## config.mk

```make
export PLATFORM = sky130hd
export DESIGN_NAME = spi_burst_slave
export DESIGN_NICKNAME = d
export VERILOG_FILES = /design/src/rtl/spi_pkg.sv /design/src/rtl/spi_miso_shifter.sv /design/src/rtl/spi_burst_slave.sv
export SDC_FILE = /design/constraint.sdc
export NUM_CORES = 1
export LEC_CHECK = 0
export ABC_CLOCK_PERIOD_IN_PS = 2700
export BUFFER_PORTS_ARGS = -buffer_cell sky130_fd_sc_hd__clkbuf_2
export CAP_MARGIN = 20
export CORE_ASPECT_RATIO = 1.4
export CORE_MARGIN = 3
export CORE_UTILIZATION = 50
export DETAILED_ROUTE_END_ITERATION = 16
export PLACE_DENSITY = 0.68
export SLEW_MARGIN = 30
export SYNTH_ARGS = -nofsm -noshare
export SYNTH_HDL_FRONTEND = slang
export SYNTH_SLANG_ARGS = --single-unit
```

## constraint.sdc

```tcl
create_clock -name clk -period 2.7 [get_ports clk]
set_input_delay 0.135 -clock clk [delete_from_list [all_inputs] [get_ports clk]]
set_output_delay 0.135 -clock clk [all_outputs]
set_load 0.01 [all_outputs]
```

## src/rtl/spi_pkg.sv

```systemverilog
// Shared types and constants for the burst-capable SPI RAM slave.
//   cmd_e    : 2-bit command decoded from the first bits of a frame
//   state_e  : controller state encoding
//   CMD_BITS : number of command bits at the start of a frame
package spi_pkg;

    localparam int unsigned CMD_BITS = 2;

    typedef enum logic [1:0] {
        WR_ADDR = 2'b00,
        WR_DATA = 2'b01,
        RD_ADDR = 2'b10,
        RD_DATA = 2'b11
    } cmd_e;

    typedef enum logic [2:0] {
        ST_IDLE     = 3'd0,
        ST_CMD      = 3'd1,
        ST_PAYLOAD  = 3'd2,
        ST_RD_WAIT  = 3'd3,
        ST_RD_SHIFT = 3'd4
    } state_e;

endpackage

```

## src/rtl/spi_miso_shifter.sv

```systemverilog
// MSB-first parallel-in / serial-out shift register for read data.
// Ports:
//   clk, rst_n : clock, async active-low reset
//   load_i     : capture data_i and restart the bit count
//   shift_i    : advance to the next bit
//   data_i     : parallel word (WIDTH bits)
//   bit_o      : current serial bit (MSB of the register)
//   done_o     : high while the last bit of the word is presented
module spi_miso_shifter #(
    parameter int unsigned WIDTH = 8
) (
    input  logic             clk,
    input  logic             rst_n,
    input  logic             load_i,
    input  logic             shift_i,
    input  logic [WIDTH-1:0] data_i,
    output logic             bit_o,
    output logic             done_o
);

    localparam int unsigned CW = (WIDTH > 1) ? $clog2(WIDTH) : 1;

    logic [WIDTH-1:0] sh_q;
    logic [CW-1:0]    cnt_q;

    always_ff @(posedge clk or negedge rst_n) begin
        if (!rst_n) begin
            sh_q  <= '0;
            cnt_q <= '0;
        end else if (load_i) begin
            sh_q  <= data_i;
            cnt_q <= '0;
        end else if (shift_i) begin
            sh_q  <= {sh_q[WIDTH-2:0], 1'b0};
            cnt_q <= cnt_q + CW'(1);
        end
    end

    assign bit_o  = sh_q[WIDTH-1];
    assign done_o = (cnt_q == CW'(WIDTH - 1));

endmodule

```

## src/rtl/spi_burst_slave.sv

```systemverilog
// SPI slave front end for the on-chip single-port RAM, with burst transfers.
// Frame: 2 command bits then PAYLOAD_BITS bits, MSB first, sampled on posedge clk.
// Ports:
//   clk, rst_n             : system/SPI bit clock, async active-low reset
//   SS_N, MOSI, MISO       : SPI pins (slave select active low)
//   mem_addr/wdata/we/re   : memory request port (we/re are one-cycle strobes)
//   mem_rdata, mem_rvalid  : memory read response
//   busy                   : high whenever the controller is not idle
module spi_burst_slave
    import spi_pkg::*;
#(
    parameter int unsigned ADDR_SIZE  = 8,
    parameter int unsigned DATA_WIDTH = 8,
    parameter int unsigned MEM_DEPTH  = 256,
    parameter int unsigned AUTO_INC   = 1
) (
    input  logic                  clk,
    input  logic                  rst_n,
    input  logic                  SS_N,
    input  logic                  MOSI,
    output logic                  MISO,
    output logic [ADDR_SIZE-1:0]  mem_addr,
    output logic [DATA_WIDTH-1:0] mem_wdata,
    output logic                  mem_we,
    output logic                  mem_re,
    input  logic [DATA_WIDTH-1:0] mem_rdata,
    input  logic                  mem_rvalid,
    output logic                  busy
);

    localparam int unsigned PAYLOAD_BITS = (ADDR_SIZE > DATA_WIDTH) ? ADDR_SIZE : DATA_WIDTH;
    localparam int unsigned CNT_W        = $clog2(PAYLOAD_BITS + 1);
    localparam logic [CNT_W-1:0]     CMD_LAST  = CNT_W'(CMD_BITS - 1);
    localparam logic [CNT_W-1:0]     PAY_LAST  = CNT_W'(PAYLOAD_BITS - 1);
    localparam logic [ADDR_SIZE-1:0] LAST_ADDR = ADDR_SIZE'(MEM_DEPTH - 1);

    function automatic logic [ADDR_SIZE-1:0] next_addr(input logic [ADDR_SIZE-1:0] a);
        if (AUTO_INC == 0) return a;
        if (a == LAST_ADDR) return '0;
        return a + ADDR_SIZE'(1);
    endfunction

    state_e                  state_q, state_d;
    cmd_e                    cmd_q, cmd_d;
    logic [CNT_W-1:0]        cnt_q, cnt_d;
    // Holds the bits received so far; the final bit comes straight from MOSI.
    logic [PAYLOAD_BITS-2:0] pay_q, pay_d;
    logic [PAYLOAD_BITS-1:0] pay_next;
    logic [ADDR_SIZE-1:0]    wr_addr_q, wr_addr_d;
    logic [ADDR_SIZE-1:0]    rd_addr_q, rd_addr_d;
    logic [ADDR_SIZE-1:0]    addr_q, addr_d;
    logic [DATA_WIDTH-1:0]   wdata_q, wdata_d;
    logic                    we_q, we_d;
    logic                    re_q, re_d;

    logic sh_load, sh_shift, sh_bit, sh_done;

    spi_miso_shifter #(
        .WIDTH(DATA_WIDTH)
    ) u_shifter (
        .clk    (clk),
        .rst_n  (rst_n),
        .load_i (sh_load),
        .shift_i(sh_shift),
        .data_i (mem_rdata),
        .bit_o  (sh_bit),
        .done_o (sh_done)
    );

    assign pay_next = {pay_q, MOSI};

    always_comb begin
        state_d   = state_q;
        cmd_d     = cmd_q;
        cnt_d     = cnt_q;
        pay_d     = pay_q;
        wr_addr_d = wr_addr_q;
        rd_addr_d = rd_addr_q;
        addr_d    = addr_q;
        wdata_d   = wdata_q;
        we_d      = 1'b0;
        re_d      = 1'b0;
        sh_load   = 1'b0;
        sh_shift  = 1'b0;

        if (SS_N) begin
            // Deselect discards any partial frame; address registers are kept.
            state_d = ST_IDLE;
            cnt_d   = '0;
        end else begin
            case (state_q)
                ST_IDLE: begin
                    state_d = ST_CMD;
                    cnt_d   = '0;
                end
                ST_CMD: begin
                    cmd_d = cmd_e'({cmd_q[0], MOSI});
                    cnt_d = cnt_q + CNT_W'(1);
                    if (cnt_q == CMD_LAST) begin
                        cnt_d = '0;
                        if (cmd_d == RD_DATA) begin
                            state_d = ST_RD_WAIT;
                            re_d    = 1'b1;
                            addr_d  = rd_addr_q;
                        end else begin
                            state_d = ST_PAYLOAD;
                        end
                    end
                end
                ST_PAYLOAD: begin
                    pay_d = pay_next[PAYLOAD_BITS-2:0];
                    cnt_d = cnt_q + CNT_W'(1);
                    if (cnt_q == PAY_LAST) begin
                        cnt_d = '0;
                        case (cmd_q)
                            WR_ADDR: begin
                                wr_addr_d = pay_next[ADDR_SIZE-1:0];
                                state_d   = ST_CMD;
                            end
                            RD_ADDR: begin
                                rd_addr_d = pay_next[ADDR_SIZE-1:0];
                                state_d   = ST_CMD;
                            end
                            default: begin
                                // Strobe is issued next cycle from the current
                                // address; advancing wr_addr now is equivalent to
                                // advancing it after the strobe.
                                wdata_d   = pay_next[DATA_WIDTH-1:0];
                                addr_d    = wr_addr_q;
                                we_d      = 1'b1;
                                wr_addr_d = next_addr(wr_addr_q);
                            end
                        endcase
                    end
                end
                ST_RD_WAIT: begin
                    if (mem_rvalid) begin
                        sh_load = 1'b1;
                        state_d = ST_RD_SHIFT;
                    end
                end
                ST_RD_SHIFT: begin
                    if (sh_done) begin
                        rd_addr_d = next_addr(rd_addr_q);
                        addr_d    = rd_addr_d;
                        re_d      = 1'b1;
                        state_d   = ST_RD_WAIT;
                    end else begin
                        sh_shift = 1'b1;
                    end
                end
                default: state_d = ST_IDLE;
            endcase
        end
    end

    always_ff @(posedge clk or negedge rst_n) begin
        if (!rst_n) begin
            state_q   <= ST_IDLE;
            cmd_q     <= WR_ADDR;
            cnt_q     <= '0;
            pay_q     <= '0;
            wr_addr_q <= '0;
            rd_addr_q <= '0;
            addr_q    <= '0;
            wdata_q   <= '0;
            we_q      <= 1'b0;
            re_q      <= 1'b0;
        end else begin
            state_q   <= state_d;
            cmd_q     <= cmd_d;
            cnt_q     <= cnt_d;
            pay_q     <= pay_d;
            wr_addr_q <= wr_addr_d;
            rd_addr_q <= rd_addr_d;
            addr_q    <= addr_d;
            wdata_q   <= wdata_d;
            we_q      <= we_d;
            re_q      <= re_d;
        end
    end

    assign mem_addr  = addr_q;
    assign mem_wdata = wdata_q;
    assign mem_we    = we_q;
    assign mem_re    = re_q;
    assign busy      = (state_q != ST_IDLE);
    assign MISO      = (state_q == ST_RD_SHIFT) & sh_bit;

endmodule
```

Word level (Yosys, flattened, before mapping)
Cells that the tools add are included.
- input port bits: 13
- word-level logic and storage cells: 111
- bits in registers: 61
- equal/unequal tests: 22
- add/sub/neg operators: 4
- bitwise operators: 4
- mux-type cells: 54
- reduce and logical (&&, ||, !) cells: 15
- operator list (operator ; number):
    two-way mux 8 bit ; 13
    one-hot mux 8 bit (2 select lines) ; 2
    two-way mux 1 bit ; 24
    two-way mux 3 bit ; 8
    one-hot mux 8 bit (3 select lines) ; 1
    adder 8 x 1 -> 8 bit, second input constant ; 2
    == test 8 bit, second input constant ; 2
    != test 3 bit, second input constant ; 5
    one-hot mux 3 bit (5 select lines) ; 1
    two-way mux 4 bit ; 3
    != test 2 bit, second input constant ; 6
    one-hot mux 4 bit (3 select lines) ; 1
    AND reduction 5 bit ; 2
    AND reduction 4 bit ; 2
    AND reduction 7 bit ; 1
    == test 3 x 2 -> 1 bit, second input constant ; 2
    == test 3 bit, second input constant ; 2
    nonzero test 3 bit ; 2
    adder 4 x 1 -> 4 bit, second input constant ; 1
    == test 2 bit, second input constant ; 2
    == test 4 x 1 -> 1 bit, second input constant ; 1
    == test 4 x 3 -> 1 bit, second input constant ; 1
    AND reduction 2 bit ; 2
    nonzero test 2 bit ; 2
    9 further kinds ; 11

Logic depth before layout (Yosys ltp)
- word-level depth: 8
- mapped depth: 8

Modules after synthesis
From an unflattened synthesis, not the netlist that was laid out.
- cell total of the unflattened synthesis: 350
- area total of the unflattened synthesis: 3442.1 sq um
- modules (own cells, without submodules) (module ; instances ; seq. area each (sq um) ; area each (sq um) ; cells each):
    spi_burst_slave ; 1 ; 1251.2 ; 2931.6 ; 304
    spi_miso_shifter ; 1 ; 275.3 ; 510.5 ; 46

Worst setup path before layout
Ideal clock, no wire load.
- path kind: reg-to-reg
- start: register u_shifter.cnt_q[0]
- end: register state_q[1]
- arrival time: 1.892 ns
- clock period less this slack: 2.017 ns
- stages on the path, launching flop included: 7
- path slack: 0.683 ns
- required time: 2.575 ns
- library setup time: 0.125 ns
- path buffers: 1
- cell sequence: dfrtp_1 -> ha_1 -> ha_1 -> or4_1 -> clkbuf_1 -> o221ai_1 -> mux2_2
- word-level cells in the longest chain between the ends: 3
- ends and longest elaborated chain (what ; RTL line ; text):
    start, declared ; spi_miso_shifter.sv:24 ; logic [CW-1:0] cnt_q;
    start signal, assigned ; spi_miso_shifter.sv:35 ; cnt_q <= cnt_q + CW'(1);
    == test 3 bit ; spi_miso_shifter.sv:40 ; assign done_o = (cnt_q == CW'(WIDTH - 1));
    != test 3 bit (no source line) ; -- ;
    AND reduction 5 bit (no source line) ; -- ;
    end signal, assigned ; spi_burst_slave.sv:170 ; state_q <= state_d;
    end, declared ; spi_burst_slave.sv:43 ; state_e state_q, state_d;
No other way between the ends.
A chain may end at the register's enable or synchronous reset.

Final worst setup path
- start: register state_q[2]
- end: register state_q[1]
- word-level cells in the longest chain between the ends: 3
- elaborated cells between the ends (all ways): 13
- classes of those cells: eq/ne: 9; mux: 2; reduce/logical: 2
- ends and longest elaborated chain (what ; RTL line ; text):
    == test 3 x 2 -> 1 bit, or another cell as far along ; spi_burst_slave.sv:91 ; case (state_q)
    != test 3 bit (no source line) or one-hot mux 3 bit (5 select lines) (tied branches) ; -- ;
    AND reduction 5 bit (no source line) or two-way mux 3 bit (tied branches) ; -- ;
Several ways; a longest one is shown, not always the timed one.

==> reports/qor.yml <==
p_per_area_nw_per_um2: 840
rsz0062_at_grt: "false"
design_area_um2: 3750
clkPwrFrac_pct: 29.1
dr.max_layer_used: "met4"
cts_tree: "yes"
cts_setup_buffers: 0
die_w_um: 74.6
path_buf_inv: 0
hp-class: "in -> reg"
portBuffers: 32
yosys-top-cells-area: "dfrtp_1, a21oi_1, o21ai_0"
drt_wl_total_mm: 7.31
worstPathRequired_ns: 2.92
cts_buffers: 9
route.met3.wl_um: 279
synth_top_area_share_pct: 46.4
end_kind: "flip-flop"
maxSlewViolCount: 0
stdcell_count: 447
dp_slack_ns: 0.524
syn_to_final_growth_pct: 14.0
finalHoldWorstSlack_ns: 0.0508
synth_fa_ha_area_share_pct: 2.28
overflow: 0
power_mw: 3.15
finClkSkew_ns: 0.0106
synth-simple-area-share_pct: 19.0
yosysSeqAreaShare_pct: 46.4
place_inst: 430
yosys_warnings: 0
tightestPinTransition_ns: 0.679
design.core.area_um2: 6300
post-route-util_pct: 59.6
fin_crit_ns: 2.19
drive_above_1_share_pct: 23.5
dr_wl_met2_mm: 3.78
synth_nets: 353
vias_per_cell: 5.89
wl_per_cell_um: 16.4
p_switching_mw: 1.07
worstPathArrival_ns: 2.41
synth_mux_area_share_pct: 7.68
num_io_pins: 33
htreeDepth: 3
cp_slowest_stage_delay_ns: 0.73
critPathSlowestCell: "dfrtp_1"
cp_cell_sequence: "nand2b_2 -> or4_1 -> o221ai_1 -> mux2_2"
rows: 34
yosys.area.top_type: "dfrtp_1"
post_cts_resized: 0
maxCapViolCount: 0
track_usage_pct: 21.1
fillers: 548
nets: 389
power_frac_comb_pct: 27.7
outcome: "finished clean"
critPathKind: "reg -> reg"
max_freq_ghz: 0.457
synth_cell_types: 62
place_congestion: 0.866
fin_ws_ns: 0.513
finalSetupViolations: 0
die_area_um2: 7600
placed_area_um2: 3520
ys_ff_latch: 61
syn_inst: 334
max_slew_margin_pct: 54.8
clockBufferDepth: 2
period_share_pct: 81.0
syn_area_um2: 3290
synth_compound_area_share_pct: 19.9
first_pass_iters: 5
hpwlAfterDp_mm: 5.34
synthArstFlopShare_pct: 100
dieHeight_um: 102
grt_pass1_wl_mm: 12.2
route.vias.total: 2635
n_antenna_cell: 0
p_seq_share_pct: 43.2
synth_xor_area_share_pct: 0.799
synth_flop_cell: "dfrtp_1"
antenna_found_initial: 0
critPathTopFamily: "simple AND/OR/NAND/NOR gates"
wl_met1_mm: 2.99
cts_sinks: 61
insertion_delay_ns: 0.34
hold_viol_final: 0
grt_pass1_vias: 2565
syn_area_per_cell_um2: 9.85
netSwitchingFraction_pct: 33.8
root_buffer: "clkbuf_8"
p_int_mw: 2.09
synth_top_family_by_area: "compound AO/OA/AOI/OAI gates"
p_leak_nw: 1.73
drc: 0
synth-edff-count: 0
crit_path_max_fanout: 19
ir_drop_v: 0.000454
path_clk_slew_ns: 0.07
tns_ns: 0
start_util_pct: 52.2
final_antenna_net_count: 0
grt_max_degree: 34
drtIter0Drc: 208
worstSetupStartpointType: "flip-flop"
-- placed cells by master (no fill, tap or decap), types with 3 or more instances in the layout --
| cell type | Yosys | layout |
|---|---|---|
| a222oi_1 | 3 | 3 |
| nor2b_1 | 3 | 3 |
| nor3_1 | 6 | 6 |
| clkbuf_2 | 0 | 32 |
| a2bb2oi_1 | 3 | 3 |
| clkbuf_8 | 0 | 11 |
| nand2_1 | 32 | 32 |
| nor2_1 | 32 | 32 |
| nand3_1 | 11 | 11 |
| ha_1 | 6 | 6 |
| inv_1 | 10 | 10 |
| o22ai_1 | 12 | 12 |
| mux2_4 | 8 | 8 |
| a31oi_1 | 6 | 6 |
| a221oi_1 | 6 | 6 |
| mux2_2 | 10 | 10 |
| nor3b_1 | 3 | 3 |
| buf_4 | 3 | 9 |
| or2_2 | 4 | 4 |
| a21oi_1 | 25 | 25 |
| a22o_1 | 5 | 5 |
| o21ai_0 | 24 | 24 |
| nor4_1 | 3 | 3 |
| dfrtp_1 | 61 | 61 |
-- synthesized netlist by cell type, types with 2 or more instances --
cell type  number
a22o_1          5
mux2_4          8
or3b_1          2
a21oi_1        25
nand2_1        32
ha_1            6
buf_4           3
buf_2           7
mux2i_1         2
o21ai_0        24
nor3_1          6
a221oi_1        6
nor2_1         32
a2bb2oi_1       3
nor3b_1         3
inv_1          10
clkbuf_1        5
nor2b_1         3
or2_2           4
a31oi_1         6
nand3_1        11
and2_1          2
xnor2_1         2
o22ai_1        12
mux2_2         10
nand4_1         2
a222oi_1        3
a32oi_1         2
o2bb2ai_1       2
o21bai_1        2
nor4_1          3
dfrtp_1        61
-- sequential cells by signal, summed over array words and instances, names as in the netlist --
| register | cells |
|---|---|
| mem_addr | 8 |
| mem_wdata | 8 |
| rd_addr_q | 8 |
| u_shifter.sh_q | 8 |
| wr_addr_q | 8 |
| pay_q | 7 |
| cnt_q | 4 |
| state_q | 3 |
| u_shifter.cnt_q | 3 |
| cmd_q | 2 |
| mem_re | 1 |
| mem_we | 1 |
-- routing by layer --
layer  vias to the layer above  track usage [%]
met3                        18             4.82
met2                        73             35.3
li1                       1293                -
met1                      1251             25.0
met5                         -                0
met4                         0             11.0
-- worst reg2reg max path, cell delays in order, from the launching register on --
cell	delay (ns)
dfrtp_1	0.73
nand2b_2	0.18
or4_1	0.60
o221ai_1	0.19
mux2_2	0.37
-- worst paths after layout --
kind	startpoint	end	slack (ns)	depth (start not counted)
max in group asynchronous	rst_n	cnt_q[1]	1.76	3
min in group asynchronous	rst_n	mem_wdata[4]	0.21	2
hold reg to reg	mem_addr[4]	mem_addr[4]	0.48	2
hold / removal	mem_rdata[2]	u_shifter.sh_q[2]	0.05	3
setup / recovery	state_q[2]	state_q[1]	0.51	4
setup reg to reg	state_q[2]	state_q[1]	0.51	4
-- power groups by stage --
| stage | Clock [mW] | Combinational, mW | Sequential, mW |
|---|---|---|---|
| after floorplan | 0 | 0.680 | 1.29 |
| after global placement | 0 | 0.852 | 1.37 |
| after detailed placement | 0 | 0.880 | 1.38 |
| after CTS | 0.941 | 0.884 | 1.36 |
| after global routing | 0.975 | 0.995 | 1.39 |
| final | 0.916 | 0.874 | 1.36 |
-- kinds of logic (layout without fill, tap and decap cells) --
| family | count (synthesis) | in the layout |
|---|---|---|
| adders and majority gates | 6 | 6 |
| xor gates and xnor gates | 3 | 3 |
| and+or+nand+nor | 117 | 117 |
| AOI/OAI and AO/OA | 100 | 100 |
| DFF | 61 | 61 |
| buffers and inverters | 27 | 68 |
| muxes | 20 | 20 |
-- final cells by class --
| class | instances | area, µm² | share of cell area, % |
|---|---|---|---|
| flip-flops and latches | 61 | 1530 | 40.7 |
| well taps | 72 | 90.1 | 2.40 |
| inverters | 10 | 37.5 | 1.00 |
| multi-input cells | 246 | 1630 | 43.6 |
| repair buffers | 42 | 238 | 6.34 |
| clock buffers | 12 | 155 | 4.14 |
| clock inverters | 4 | 70.1 | 1.87 |
-- repair_timing --
action                                  4_1_cts  5_1_grt
hold buffers                                  1        0
endpoints found under the setup margin        0        0
hold endpoints to repair                     10        0
(Power assumes the default switching activity.)
